--- src/rtl/lava_pkg.sv ---
// Shared types and default geometry for the lava-lamp render path.
// Frame size defaults and the scheduler state encoding live here.
package lava_pkg;

    localparam int H_RES_DFLT  = 64;
    localparam int V_RES_DFLT  = 32;
    localparam int PIX_W_DFLT  = 8;
    localparam int DROP_W_DFLT = 8;
    localparam int ADDR_W      = $clog2(H_RES_DFLT * V_RES_DFLT);

    typedef logic [PIX_W_DFLT-1:0] pix_t;

    typedef enum logic [2:0] {
        S_IDLE,
        S_STEP,
        S_ISSUE,
        S_DRAIN,
        S_DONE
    } sched_state_e;

endpackage

--- src/rtl/raster_cnt.sv ---
// Raster-order x/y counter with x advancing fastest.
// It wraps to (0,0) after the last pixel and flags that last pixel.
module raster_cnt #(
    parameter int  H_RES = 64,
    parameter int  V_RES = 32,
    localparam int XW    = $clog2(H_RES),
    localparam int YW    = $clog2(V_RES)
) (
    input  logic          clk,
    input  logic          rst,
    input  logic          clear,
    input  logic          advance,
    output logic [XW-1:0] x,
    output logic [YW-1:0] y,
    output logic          last
);

    localparam logic [XW-1:0] X_MAX = XW'(H_RES - 1);
    localparam logic [YW-1:0] Y_MAX = YW'(V_RES - 1);

    assign last = (x == X_MAX) && (y == Y_MAX);

    always_ff @(posedge clk or posedge rst) begin
        if (rst) begin
            x <= '0;
            y <= '0;
        end else if (clear) begin
            x <= '0;
            y <= '0;
        end else if (advance) begin
            if (x == X_MAX) begin
                x <= '0;
                y <= (y == Y_MAX) ? '0 : y + 1'b1;
            end else begin
                x <= x + 1'b1;
            end
        end
    end

endmodule

--- src/rtl/frame_sched.sv ---
// Frame scheduler: drives the metaball engine over every back-bank pixel and
// swaps front/back banks only on a vsync that finds a finished frame.
module frame_sched
    import lava_pkg::*;
#(
    parameter int  H_RES  = H_RES_DFLT,
    parameter int  V_RES  = V_RES_DFLT,
    parameter int  PIX_W  = PIX_W_DFLT,
    parameter int  DROP_W = DROP_W_DFLT,
    localparam int XW     = $clog2(H_RES),
    localparam int YW     = $clog2(V_RES),
    localparam int AW     = $clog2(H_RES * V_RES)
) (
    input  logic              clk,
    input  logic              rst,
    input  logic              en,
    input  logic              vsync,
    output logic              step,
    input  logic              step_done,
    output logic              px_valid,
    input  logic              px_ready,
    output logic [XW-1:0]     px_x,
    output logic [YW-1:0]     px_y,
    input  logic              res_valid,
    input  logic [PIX_W-1:0]  res_data,
    output logic              wr_en,
    output logic              wr_bank,
    output logic [AW-1:0]     wr_addr,
    output logic [PIX_W-1:0]  wr_data,
    output logic              front_bank,
    output logic              busy,
    output logic [DROP_W-1:0] drop_cnt,
    output sched_state_e      state
);

    localparam logic [AW-1:0] LAST_ADDR = AW'(H_RES * V_RES - 1);

    logic          issue_last;
    logic          px_fire;
    logic          final_wr;
    logic [AW-1:0] wr_cnt;

    // Handshake: a coordinate transfers on a cycle where px_valid && px_ready;
    // px_valid never drops and px_x/px_y never change while px_ready is low.
    assign px_valid = (state == S_ISSUE);
    assign px_fire  = px_valid && px_ready;
    assign busy     = (state == S_STEP) || (state == S_ISSUE) || (state == S_DRAIN);

    // Results stream straight into the back bank, possibly while issue is still running.
    assign wr_en    = res_valid && ((state == S_ISSUE) || (state == S_DRAIN));
    assign wr_data  = wr_en ? res_data : '0;
    assign wr_addr  = wr_cnt;
    assign wr_bank  = ~front_bank;
    assign final_wr = wr_en && (wr_cnt == LAST_ADDR);

    raster_cnt #(
        .H_RES (H_RES),
        .V_RES (V_RES)
    ) u_issue (
        .clk     (clk),
        .rst     (rst),
        .clear   (state == S_IDLE),
        .advance (px_fire),
        .x       (px_x),
        .y       (px_y),
        .last    (issue_last)
    );

    always_ff @(posedge clk or posedge rst) begin
        if (rst) begin
            state      <= S_IDLE;
            step       <= 1'b0;
            front_bank <= 1'b0;
            drop_cnt   <= '0;
            wr_cnt     <= '0;
        end else begin
            step <= 1'b0;
            if (wr_en) begin
                wr_cnt <= wr_cnt + 1'b1;
            end
            // A vsync that arrives while the frame is still being built is a missed frame.
            if (vsync && busy && (drop_cnt != '1)) begin
                drop_cnt <= drop_cnt + 1'b1;
            end
            case (state)
                S_IDLE: begin
                    if (en) begin
                        state  <= S_STEP;
                        step   <= 1'b1;
                        wr_cnt <= '0;
                    end
                end
                S_STEP: begin
                    if (step_done) begin
                        state <= S_ISSUE;
                    end
                end
                S_ISSUE: begin
                    if (px_fire && issue_last) begin
                        state <= final_wr ? S_DONE : S_DRAIN;
                    end
                end
                S_DRAIN: begin
                    if (final_wr) begin
                        state <= S_DONE;
                    end
                end
                S_DONE: begin
                    // Going through IDLE puts the next step one cycle after the swap.
                    if (vsync) begin
                        front_bank <= ~front_bank;
                        state      <= S_IDLE;
                    end
                end
                default: state <= S_IDLE;
            endcase
        end
    end

endmodule

--- config.mk ---
export PLATFORM = sky130hd
export DESIGN_NAME = frame_sched
export DESIGN_NICKNAME = d
export VERILOG_FILES = /design/src/rtl/lava_pkg.sv /design/src/rtl/raster_cnt.sv /design/src/rtl/frame_sched.sv
export SDC_FILE = /design/constraint.sdc
export NUM_CORES = 1
export LEC_CHECK = 0
export CAP_MARGIN = 20
export CORE_MARGIN = 3
export CORE_UTILIZATION = 49
export DETAILED_ROUTE_END_ITERATION = 8
export PLACE_DENSITY = 0.87
export SYNTH_ARGS = -nofsm -noshare
export SYNTH_HDL_FRONTEND = slang
export SYNTH_SLANG_ARGS = --single-unit
export TNS_END_PERCENT = 1
--- constraint.sdc ---
create_clock -name clk -period 2.8 [get_ports clk]
set_input_delay 0.42 -clock clk [delete_from_list [all_inputs] [get_ports clk]]
set_output_delay 0.42 -clock clk [all_outputs]
set_load 0.1 [all_outputs]
==> qor.yml <==
overflow: 0
synthTopCellsByArea: "dfrtp_1 47%, xnor2_1 4.2%, xor2_1 4.2%"
yosysSeqAreaShare: 0.471
pwr-share-comb: 0.557
synth_edf_count: 0
wl_per_cell_um: 14.9
rows: 21
finalSetupViolCount: 0
slowest_stage: "dfrtp_1"
critPathMaxStageDelay_ns: 0.54
worstPathRequired_ns: 2.38
dr.pass1.iters: 4
grt_max_degree: 22
ys_types: 41
core_area_um2: 3490
hold_viol_final: 0
die_w_um: 67.6
final_common_cell: "buf_4"
synthMuxAreaShare: 0.0114
crit_type: "flip-flop to output pin"
worstMarginPinSlew_ns: 0.799
synthArstFlopShare: 1.00
synth.largest_area_cell: "dfrtp_1"
die_y_um: 67.6
synthCells: 189
start_util: 0.532
cts_made_buffers: 5
avgSynthCellArea_um2: 9.84
clock-sinks: 35
via_per_inst: 5.51
dp.cells: 293
clk_path_buf_depth: 2
drt_iter0_drc: 90
cp_cell_sequence: "nand3b_4 -> inv_2 -> and2_2 -> buf_12"
worst_setup_path_end_kind: "output pin"
synth-main-ff-cell: "dfrtp_1"
slew_viol_final: 0
area_growth_pct: 43.1
reg2reg_to: "u_issue.y[3]"
fin_util: 0.762
relSlewSlack: 0.467
grt.total_usage: 0.213
cts_resized: 0
p_switching_w: 0.00178
internal_power_w: 0.00140
min_period_ns: 2.17
antenna_found_initial: 0
path_delay_family: "flip-flops"
clk_transition_reported_paths_ns: 0.08
critPathLaunch: "state[2]"
p_per_area_nw_per_um2: 1190
gp_congestion: 0.880
cts_hold_buf: 0
place_hpwl_um: 3320
drive_gt1_frac: 0.298
r2r_slack_ns: 0.96
worstHoldStart: "drop_cnt[7]"
layout.cells.non_filler: 301
synth-xor-area-share: 0.0848
postCtsSetupRepairBufs: 0
swShare: 0.561
dieArea_um2: 4570
vias: 1658
grt_pass1_vias: 1590
root_buffer: "clkbuf_8"
cp.arrival_ns: 1.75
diodes: 0
yosys_warnings: 0
yosys_register_bits: 35
critPathBufInv: 2
skew_ns: 0.00605
synth_nets: 209
leakage_nw: 1.21
critPathLaunchType: "flip-flop"
r2r_start: "u_issue.y[0]"
min_period_over_period: 0.775
drtAntennaViolNets: 0
max_cap_violations: 0
p_seq_frac: 0.269
vdd_drop_max_mv: 1.05
htreeDepth: 2
run_status: "complete, no violations"
final.fill_count: 267
cp_max_fo: 16
reg2reg_depth: 5
synth_compound_area_frac: 0.115
nets: 274
num_io_pins: 62
holdPathEnd: "drop_cnt[7]"
post-route-drc-count: 0
cts_tree: "done"
synthAdderAreaFrac: 0.0336
mostFrequentLayoutCells: "41 x buf_4, 34 x dfrtp_1, 18 x nand2_1, 14 x nor2_1, 14 x clkdlybuf4s50_1"
synth_area_um2: 1860
whs_path_depth: 1
rsz0062_at_grt: "no"
synth_top_family_by_area: "simple AND/OR/NAND/NOR gates"
wirelength_um: 4500
synth_top_cell_area_share: 0.471
synth-simple-area-share: 0.252
clkLatencyLatePin_ns: 0.30
grt_pass1_wl_um: 7330
clkPwrFrac: 0.174
portBuffers: 61
fmax_ghz: 0.461
hold_path.class: "flip-flop to flip-flop"
[cell type report]
| cell class | count | area (um^2) | share of cell area |
|---|---|---|---|
| multi-input combinational | 142 | 940 | 0.353 |
| sequential | 35 | 877 | 0.330 |
| timing repair buffer | 64 | 628 | 0.236 |
| clock buffer | 5 | 68.8 | 0.0259 |
| clock inverter | 3 | 67.6 | 0.0254 |
| tap | 46 | 57.6 | 0.0216 |
| inverter | 6 | 22.5 | 0.00846 |
[per-stage QoR]
step	worst slack (ns)	hold slack [ns]	total power, W	cell area [um^2]	setup TNS [ns]
final	0.629	0.508	0.00318	2660	0
after global routing	0.549	0.540	0.00331	2660	0
after CTS	0.631	0.517	0.00319	2660	0
after detailed placement	0.695	0.503	0.00264	2520	0
after global placement	0.728	0.494	0.00261	2520	0
after floorplan	-0.0853	0.527	0.00225	1880	-0.682
[Yosys cell counts, drive strengths merged (7+ instances only)]
| master | n |
|---|---|
| nand4 | 7 |
| nand3 | 8 |
| nor2 | 14 |
| xnor2 | 9 |
| nand2 | 18 |
| xor2 | 9 |
| a21oi | 10 |
| and2 | 11 |
| nor3 | 7 |
| dfrtp | 35 |
| o21ai | 11 |
[flip-flops by register name, summed over array words and instances (netlist names)]
register and flops:
drop_cnt 8, u_issue.x 6, state 3, wr_addr 11, step 1, front_bank 1, u_issue.y 5
[metal layers]
layer  wire (um)  GRT usage  share of wire  up-vias
li1            -          -              -      803
met1        1840      0.261           0.41      795
met2        2300      0.345           0.51       47
met3         244     0.0532          0.054       13
met4         111      0.109          0.025        0
met5           0          0              0        -
[how the worst max path moves through the flow]
stage | end | cells after the start
detailed placement | wr_data[0] | 5
global route | wr_data[0] | 4
finish | wr_data[6] | 4
CTS | wr_data[0] | 4
floorplan | wr_data[0] | 5
global placement | wr_data[1] | 5
[power groups by stage]
stage          registers [W]  clock network (W)  logic (W)
2_1_floorplan        0.00180                  0   0.000443
3_3_place_gp        0.000852                  0    0.00176
3_5_place_dp        0.000860                  0    0.00178
4_1_cts             0.000852           0.000558    0.00178
5_1_grt             0.000883           0.000578    0.00185
6_report            0.000855           0.000553    0.00177
[kinds of logic after synthesis]
kind of cell,Yosys count
buffers and inverters,12
multiplexers,2
AO/OA/AOI/OAI,34
XOR/XNOR,18
flip-flops,35
AND/OR/NAND/NOR,83
adder cells (fa/ha/maj),5
Note: power is estimated with default switching activity, not from simulation.
